<file path="config.mk">
export PLATFORM = sky130hd
export DESIGN_NAME = ngc_counter_sched
export DESIGN_NICKNAME = d
export VERILOG_FILES = /design/src/rtl/ngc_counter_sched_pkg.sv /design/src/rtl/ngc_counter_sched_rr_arbiter.sv /design/src/rtl/ngc_counter_sched.sv
export SDC_FILE = /design/constraint.sdc
export NUM_CORES = 1
export LEC_CHECK = 0
export ABC_AREA = 1
export CAP_MARGIN = 25
export CORE_ASPECT_RATIO = 1.75
export CORE_MARGIN = 2
export CORE_UTILIZATION = 50
export CTS_CLUSTER_DIAMETER = 60
export DETAILED_ROUTE_END_ITERATION = 16
export PLACE_DENSITY = 0.82
export REMOVE_ABC_BUFFERS = 1
export SYNTH_ARGS = -nofsm -noshare
export SYNTH_HDL_FRONTEND = slang
export SYNTH_HIERARCHICAL = 1
export SYNTH_SLANG_ARGS = --single-unit
</file>
<file path="constraint.sdc">
create_clock -name i_clk -period 4.15 [get_ports i_clk]
set_clock_uncertainty 0.05 [all_clocks]
set_input_delay 0.415 -clock i_clk [delete_from_list [all_inputs] [get_ports i_clk]]
set_output_delay 0.415 -clock i_clk [all_outputs]
set_load 0.01 [all_outputs]
</file>
<file path="src/rtl/ngc_counter_sched_pkg.sv">
// rtl/ngc_counter_sched_pkg.sv - shared types and helpers for the counter scheduler
package ngc_counter_sched_pkg;

  typedef enum logic [1:0] {IDLE, LOAD, RUN, DONE} state_t;

  // Channel-id width that never collapses to zero bits.
  function automatic int id_w(input int n);
    return (n <= 2) ? 1 : $clog2(n);
  endfunction

endpackage

</file>
<file path="src/rtl/ngc_counter_sched_rr_arbiter.sv">
// rtl/ngc_counter_sched_rr_arbiter.sv - round-robin arbiter, combinational grant, registered pointer
module ngc_rr_arbiter #(
  parameter int N_CH = 4,
  parameter int ID_W = 2
) (
  input  logic            i_clk,
  input  logic            i_rst,
  input  logic [N_CH-1:0] i_req,
  input  logic            i_en,
  output logic [N_CH-1:0] o_gnt,
  output logic [ID_W-1:0] o_gnt_id
);

  logic [ID_W-1:0] r_ptr;
  logic            w_found;

  always_comb begin
    int w_idx;
    w_found  = 1'b0;
    o_gnt    = '0;
    o_gnt_id = '0;
    for (int k = 0; k < N_CH; k++) begin
      w_idx = int'(r_ptr) + k;
      if (w_idx >= N_CH) w_idx = w_idx - N_CH;
      if (!w_found && i_req[w_idx[ID_W-1:0]]) begin
        w_found  = 1'b1;
        o_gnt_id = w_idx[ID_W-1:0];
      end
    end
    if (w_found) o_gnt[o_gnt_id] = 1'b1;
  end

  // Pointer only advances on a taken grant, so an unused cycle keeps fairness intact.
  always_ff @(posedge i_clk) begin
    if (i_rst) begin
      r_ptr <= '0;
    end else if (i_en && w_found) begin
      r_ptr <= (int'(o_gnt_id) == N_CH - 1) ? '0 : o_gnt_id + 1'b1;
    end
  end

endmodule

</file>
<file path="src/rtl/ngc_counter_sched.sv">
// rtl/ngc_counter_sched.sv - time-shares one external one-shot counter among N_CH delay requesters
module ngc_counter_sched
  import ngc_counter_sched_pkg::*;
#(
  parameter  int N_CH = 4,
  parameter  int W    = 16,
  localparam int ID_W = id_w(N_CH)
) (
  input  logic              i_clk,
  input  logic              i_rst,
  input  logic [N_CH-1:0]   i_req,
  input  logic [N_CH*W-1:0] i_dur,
  input  logic [N_CH-1:0]   i_cancel,
  output logic [N_CH-1:0]   o_done,
  output logic [N_CH-1:0]   o_pending,
  output logic              o_busy,
  output logic [ID_W-1:0]   o_active_id,
  output logic              o_cnt_rst,
  output logic              o_cnt_load,
  output logic              o_cnt_enb,
  output logic              o_cnt_dir,
  output logic              o_cnt_one_shot,
  output logic [W-1:0]      o_cnt_from_value,
  output logic [W-1:0]      o_cnt_step_value,
  output logic [W-1:0]      o_cnt_to_value,
  input  logic              i_cnt_hit
);

  state_t          r_state, w_next;
  logic [N_CH-1:0] r_pending, r_done, w_gnt;
  logic [W-1:0]    r_dur_q [N_CH];
  logic [W-1:0]    r_to_value;
  logic [ID_W-1:0] r_active_id, w_gnt_id;
  logic            w_take, w_cancel_act, w_any;

  assign w_any        = |r_pending;
  assign w_cancel_act = i_cancel[r_active_id] && (r_state == LOAD || r_state == RUN);

  ngc_rr_arbiter #(.N_CH(N_CH), .ID_W(ID_W)) u_arb (
    .i_clk    (i_clk),
    .i_rst    (i_rst),
    .i_req    (r_pending),
    .i_en     (w_take),
    .o_gnt    (w_gnt),
    .o_gnt_id (w_gnt_id)
  );

  always_comb begin
    w_next = r_state;
    w_take = 1'b0;
    case (r_state)
      IDLE: if (w_any) begin
        w_next = LOAD;
        w_take = 1'b1;
      end
      LOAD: w_next = w_cancel_act ? IDLE : RUN;
      RUN: begin
        if (w_cancel_act)   w_next = IDLE;
        else if (i_cnt_hit) w_next = DONE;
      end
      DONE: begin
        // Re-grant straight from DONE so queued channels run back-to-back.
        if (w_any) begin
          w_next = LOAD;
          w_take = 1'b1;
        end else begin
          w_next = IDLE;
        end
      end
      default: w_next = IDLE;
    endcase
  end

  always_ff @(posedge i_clk) begin
    if (i_rst) begin
      r_state     <= IDLE;
      r_active_id <= '0;
      r_to_value  <= '0;
      r_done      <= '0;
    end else begin
      r_state <= w_next;
      r_done  <= '0;
      if (w_take) r_active_id <= w_gnt_id;
      if (r_state == LOAD) r_to_value <= r_dur_q[r_active_id];
      if (r_state == RUN && w_next == DONE) r_done[r_active_id] <= 1'b1;
    end
  end

  always_ff @(posedge i_clk) begin
    if (i_rst) begin
      r_pending <= '0;
      for (int i = 0; i < N_CH; i++) r_dur_q[i] <= '0;
    end else begin
      for (int i = 0; i < N_CH; i++) begin
        if (i_cancel[i] || (w_take && w_gnt[i])) begin
          r_pending[i] <= 1'b0;
        end else if (i_req[i] && !r_pending[i]) begin
          r_pending[i] <= 1'b1;
          r_dur_q[i]   <= i_dur[i*W +: W];
        end
      end
    end
  end

  // Target is presented live during LOAD and then frozen for the counter's registered compare.
  assign o_cnt_to_value   = i_rst ? '0 : ((r_state == LOAD) ? r_dur_q[r_active_id] : r_to_value);
  assign o_cnt_rst        = i_rst || (r_state == LOAD);
  assign o_cnt_enb        = !i_rst && (r_state == RUN);
  assign o_cnt_load       = 1'b0;
  assign o_cnt_dir        = 1'b0;
  assign o_cnt_one_shot   = 1'b1;
  assign o_cnt_from_value = '0;
  assign o_cnt_step_value = W'(1);
  assign o_done           = r_done;
  assign o_pending        = r_pending;
  assign o_busy           = (r_state != IDLE);
  assign o_active_id      = r_active_id;

endmodule

</file>
==> results.py, run 1 <==
metrics = {
    "run_status": {
        "status": "finished, final reports clean",
    },
    "logic_synthesis": {
        "syn-mean-instance-area_um2": 9.04,
        "syn-cell-area_um2": 5370,
        "ys_ff_latch": 96,
        "synth_top_cell_area_share": 0.358,
        "synth_warnings": 6,
        "synth_cells": 594,
        "yosysSeqAreaShare": 0.477,
        "synth_top_area_cell": "edfxtp_1",
        "synth_area_leaders": "edfxtp_1 (36%), dfxtp_1 (12%), nor2_1 (8.0%)",
        "synth.distinct_cells": 34,
    },
    "worst_setup_path": {
        "crit_type": "register to output pin",
        "crit_required_ns": 3.68,
        "r2r_end": "r_dur_q[0][3]",
        "r2r_start": "u_arb/r_ptr[0]",
        "cp.depth": 7,
        "reg2reg_slack_ns": 1.25,
        "path_buf_inv": 4,
        "slowest_delay_ns": 0.76,
        "crit_family": "buffers and inverters",
        "cp-end-kind": "output pin",
        "crit_top_cell": "inv_1",
        "arrival_ns": 2.89,
        "cp_cell_sequence": "buf_4, inv_1, nor2_1, o32ai_1, o21ai_0, inv_1, clkdlybuf4s50_1",
        "critical-path-slowest-cell": "inv_1",
        "cp_max_fo": 33,
        "crit_end": "o_cnt_to_value[12]",
        "reg2reg_depth": 16,
        "cp-start-kind": "register",
    },
    "job": {
        "maxCapViolCount": 0,
    },
    "routing": {
        "drt_iter0_markers": 233,
        "viasPerCell": 4.91,
        "postRouteAntennaNets": 0,
        "drc_errors": 0,
        "vias": 4066,
        "routed_wl_um": 12200,
        "firstDrtPassIters": 4,
        "routedWlPerCell_um": 14.8,
    },
    "clocking": {
        "cts.htree.levels": 3,
        "clockBufferDepth": 2,
        "cts_resized": 0,
        "postCtsHoldBufs": 0,
        "clk_pin_slew_worst_paths_ns": 0.06,
        "postCtsSetupRepairBufs": 0,
        "clkSinkCount": 96,
        "cts_tree": "done",
        "clk_latency_ns": 0.34,
        "root_buffer": "clkbuf_16",
        "cts_buffers": 9,
    },
    "global_routing": {
        "grtUsageMet2": 0.398,
        "grt_overflow": 0,
        "gr-usage-all-layers": 0.219,
        "grt_pass1_vias": 4030,
        "grt_util_met3": 0.0403,
        "grt_pass1_wl_um": 18800,
        "antenna_found_initial": 0,
        "grt.busiest_layer": "met2",
        "grtUsageMet1": 0.213,
        "grt_max_degree": 34,
    },
    "floorplan": {
        "die_w_um": 82.3,
        "ioPinCount": 139,
        "die_y_um": 141,
        "start_util": 0.508,
        "core_um2": 10600,
        "die-area_um2": 11600,
        "placementRows": 50,
    },
    "timing": {
        "fin_ws_ns": 0.796,
        "finalSetupTns_ns": 0,
        "min_period_ns": 3.35,
        "slew-limit-headroom": 0.339,
        "fmax_mhz": 298,
        "hold_viol": 0,
        "rsz0062_at_grt": "false",
        "setup-violations-final": 0,
        "worstMarginPinSlew_ns": 0.990,
        "whs_ns": 0.448,
        "drv_slew": 0,
        "fin_crit_sh": 0.808,
    },
    "layout": {
        "area_growth_syn_to_layout_pct": 22.8,
        "seq_area_um2": 2560,
        "fin_util": 0.623,
        "n_antenna_cell": 0,
        "final_common_cell": "nor2_1",
        "nNetsFinal": 777,
        "nFillCells": 914,
        "fin_cells": 828,
        "multi_input_area_um2": 2070,
        "layout-drive-gt1-share": 0.140,
        "mostFrequentLayoutCells": "nor2_1 (114), inv_1 (108), clkdlybuf4s50_1 (103)",
        "final_cell_area_um2": 6590,
    },
    "power_and_ir_drop": {
        "finalPower_mw": 3.33,
        "p_leak_nw": 2.96,
        "irDropWorstVdd_v": 0.000335,
        "p_per_area_nw_per_um2": 506,
    },
    "place": {
        "post_dp_cell_area_um2": 6320,
        "place.gp.congestion": 0.880,
        "io_buffer_count": 103,
        "pre_cts_slack_ns": 1.28,
        "numPlacedInstances": 812,
        "hpwl_um": 9040,
    },
    "min_path": {
        "hold_path.class": "register to register",
    },
}
## Yosys cell counts (all sizes together)
cell / n
a21oi: 8
o21ai: 43
a211oi: 4
dfxtp: 32
nand2: 68
nand4: 3
ha: 9
edfxtp: 64
buf: 47
conb: 2
nand3: 5
inv: 118
clkbuf: 8
o21bai: 4
o211ai: 1
and2: 2
o32ai: 16
nor3: 1
nor2: 159
## sequential cells by signal (all words and copies together) (netlist names), named ones only
| name | cells |
|---|---|
| r_to_value | 16 |
| o_active_id | 2 |
| o_pending | 4 |
| u_arb/r_ptr | 2 |
| o_done | 4 |
| r_state | 2 |
| r_dur_q | 64 |
## kinds of logic (layout without fill, tap and decap cells)
| group | count (synthesis) | count (layout) | share of synthesized area |
|---|---|---|---|
| AO/OA/AOI/OAI | 76 | 76 | 0.0970 |
| buffers and inverters | 173 | 244 | 0.159 |
| AND/OR/NAND/NOR | 238 | 238 | 0.244 |
| other | 2 | 35 | 0.00140 |
| flip-flops | 96 | 96 | 0.477 |
| adder cells (fa/ha/maj) | 9 | 9 | 0.0210 |
## worst min-delay path, stage by stage, from the launching register on
cell and delay (ns):
dfxtp_1 0.35, nand2_1 0.07, nor2_1 0.04
## per-layer routing
layer	vias to the layer above	wire (µm)
li1	1972	-
met1	1867	3890
met5	-	0
met2	184	6690
met4	0	857
met3	43	786
## area by class of cell
type	count	share of cell area
clock buffers	10	0.0347
clock inverters	6	0.00551
inverters	118	0.0672
multi-input cells	358	0.315
flip-flops and latches	96	0.389
well taps	130	0.0247
repair buffers	110	0.164
## worst min-delay path by stage
stage | cells past startpoint | slack (ns) | end | startpoint
after detailed placement | 2 | 0.43 | o_done[3] | o_active_id[1]
after global routing | 2 | 0.47 | o_done[3] | o_active_id[1]
after CTS | 2 | 0.44 | o_done[3] | o_active_id[1]
after global placement | 2 | 0.42 | o_done[3] | o_active_id[1]
after floorplan | 1 | 0.43 | r_state[1] | i_rst
final | 2 | 0.45 | o_done[3] | o_active_id[1]
## report_power, final
group / internal (mW) / switching [mW]
Clock: 0.402 / 0.343
Sequential: 1.18 / 0.107
Combinational: 0.520 / 0.785
Total: 2.10 / 1.24
Note: power is estimated with default switching activity, not from simulation.
==> inputs of run 2 (changes only) <==
--- a/config.mk
+++ b/config.mk
@@ -9,10 +9,10 @@
 export CAP_MARGIN = 25
 export CORE_ASPECT_RATIO = 1.75
 export CORE_MARGIN = 2
-export CORE_UTILIZATION = 50
+export CORE_UTILIZATION = 45
 export CTS_CLUSTER_DIAMETER = 60
 export DETAILED_ROUTE_END_ITERATION = 16
-export PLACE_DENSITY = 0.82
+export PLACE_DENSITY = 0.78
 export REMOVE_ABC_BUFFERS = 1
 export SYNTH_ARGS = -nofsm -noshare
 export SYNTH_HDL_FRONTEND = slang
==> constraint.sdc (replaced) <==
create_clock -name i_clk -period 2.9 [get_ports i_clk]
set_clock_uncertainty 0.05 [all_clocks]
set_input_delay 0.29 -clock i_clk [delete_from_list [all_inputs] [get_ports i_clk]]
set_output_delay 0.29 -clock i_clk [all_outputs]
set_load 0.01 [all_outputs]
==> run 2 against run 1 <==
  * Register-to-register slack lost 1.0 ns
  * Design area grew 1.2%
  * Clock power up 57%
  * Wire length up 1.2%
  * Via count increased by 0.89%
  * First-iteration DRC count decreased by 18%
  * Highest routed layer unchanged
  * Critical path type unchanged
  * Clock-buffer cell count is 2 higher
  * Sequential power up 41%
  * Final cell count grew 1.1%
  * Core utilization shrank 4.8 points
  * Largest power group unchanged
  * Die area rose by 11%
  * Power up 47%
==> results.py, run 2 (synthesis gave the netlist of run 1 again) <==
metrics = {
    "routing": {
        "vias": 4102,
        "postRouteAntennaNets": 0,
        "routedWlPerCell_um": 14.8,
        "viasPerCell": 4.90,
        "routed_wl_um": 12400,
        "drt_iter0_markers": 192,
        "firstDrtPassIters": 4,
        "drc_errors": 0,
    },
    "timing": {
        "fmax_mhz": 368,
        "setup-violations-final": 0,
        "worstMarginPinSlew_ns": 0.598,
        "fin_crit_sh": 0.936,
        "slew-limit-headroom": 0.601,
        "rsz0062_at_grt": "false",
        "min_period_ns": 2.71,
        "hold_viol": 0,
        "drv_slew": 0,
    },
    "floorplan": {
        "core_um2": 11600,
        "die-area_um2": 12900,
        "ioPinCount": 139,
        "start_util": 0.463,
        "die_w_um": 86.6,
        "placementRows": 52,
        "die_y_um": 148,
    },
    "clocking": {
        "clk_pin_slew_worst_paths_ns": 0.07,
        "cts_tree": "done",
        "clkSinkCount": 96,
        "cts_buffers": 9,
        "postCtsSetupRepairBufs": 0,
        "cts.htree.levels": 3,
        "clockBufferDepth": 2,
        "root_buffer": "clkbuf_16",
        "clk_latency_ns": 0.35,
    },
    "place": {
        "place.gp.congestion": 0.900,
        "post_dp_cell_area_um2": 6350,
        "hpwl_um": 9400,
        "io_buffer_count": 103,
    },
    "layout": {
        "layout-drive-gt1-share": 0.147,
        "largest_reg_flops": 64,
        "nFillCells": 1020,
        "multi_input_area_um2": 2080,
        "nNetsFinal": 781,
        "area_growth_syn_to_layout_pct": 24.2,
        "final_cell_area_um2": 6670,
        "mostFrequentLayoutCells": "nor2_1 (114), inv_1 (108), clkdlybuf4s50_1 (103)",
        "n_antenna_cell": 0,
        "seq_area_um2": 2570,
        "top_regs": "r_dur_q: 64 flops, r_to_value: 16 flops",
        "top_register": "r_dur_q",
        "final_common_cell": "nor2_1",
    },
    "global_routing": {
        "grt_pass1_vias": 4082,
        "grt_pass1_wl_um": 19300,
        "antenna_found_initial": 0,
        "gr-usage-all-layers": 0.197,
        "grt_max_degree": 33,
        "grt_overflow": 0,
    },
    "worst_setup_path": {
        "crit_top_cell": "inv_1",
        "cp_max_fo": 18,
        "r2r_start": "u_arb/r_ptr[0]",
        "slowest_delay_ns": 0.55,
        "cp-end-kind": "output pin",
        "critical-path-slowest-cell": "clkdlybuf4s50_1",
        "crit_type": "register to output pin",
        "cp_cell_sequence": "inv_1, ha_1, inv_1, o21ai_0, inv_1, clkdlybuf4s50_1",
        "reg2reg_slack_ns": 0.24,
        "crit_required_ns": 2.56,
        "cp-start-kind": "register",
        "arrival_ns": 2.37,
        "startpoint": "r_state[1]",
    },
    "min_path": {
        "hold_path.class": "register to register",
        "min_from": "o_active_id[1]",
    },
    "job": {
        "maxCapViolCount": 0,
    },
    "power_and_ir_drop": {
        "p_per_area_nw_per_um2": 735,
        "irDropWorstVdd_v": 0.000370,
        "finalPower_mw": 4.90,
        "p_leak_nw": 2.99,
    },
    "run_status": {
        "status": "finished, final reports clean",
    },
}
run 2: cell count changes in the layout (fill, tap and decap cells not counted), sizes merged:
cell	before	now
buf	7	10
clkbuf	10	13
clkinv	3	0
bufinv	0	1
clkinvlp	3	2
inv	118	119
run 2: metrics by stage:
stage                util  hold WS, ns  std cells  setup WS [ns]  setup TNS, ns
floorplan               -        0.309        572         -0.520         -30.66
global placement    0.549        0.429        820          0.319              0
detailed placement  0.549        0.438        820         0.0877              0
CTS                 0.574        0.447        836         0.0619              0
global route        0.576        0.467        837         0.0233              0
finish              0.576        0.460        837          0.185              0
run 2: layout make-up:
type,count,area share
multi-input combinational,358,0.312
timing repair buffer,114,0.168
sequential,96,0.385
inverter,118,0.0664
tap,135,0.0253
clock buffer,12,0.0355
clock inverter,4,0.00807
run 2: critical path: cells and delay by family (launching register included):
kind	cells	cell delay, ns
buffers and inverters	4	1.25
AOI/OAI and AO/OA	1	0.20
adders and majority gates	1	0.20
DFF	1	0.39
run 2: path summary, 6_finish.rpt:
check                 endpoint  cells after the start
min                  o_done[3]                      2
max reg2reg      r_dur_q[1][8]                     16
min reg2reg          o_done[3]                      2
max          o_cnt_to_value[1]                      6
run 2: metal layers:
layer  global-route usage  share of wire  up-vias
met4                0.116          0.052        0
met1                0.199           0.34     1910
li1                     -              -     1989
met5                    0              0        -
met3               0.0377          0.055       38
met2                0.363           0.55      165
run 2: what timing repair did:
item                       in CTS  in global routing
hold buffers                    0                  0
gates resized for setup         0                  6
setup endpoints to repair       0                128
run 2: power by group:
part	switching [mW]	internal, mW
combinational	1.17	0.759
clock	0.497	0.672
sequential	0.115	1.69
==> inputs of run 3 (changes only) <==
--- a/config.mk
+++ b/config.mk
@@ -12,6 +12,7 @@
 export CORE_UTILIZATION = 45
 export CTS_CLUSTER_DIAMETER = 60
 export DETAILED_ROUTE_END_ITERATION = 16
+export GPL_ROUTABILITY_DRIVEN = 0
 export PLACE_DENSITY = 0.78
 export REMOVE_ABC_BUFFERS = 1
 export SYNTH_ARGS = -nofsm -noshare
==> results of run 3 <==
The final DEF is identical to that of run 2; final timing and power are the same.
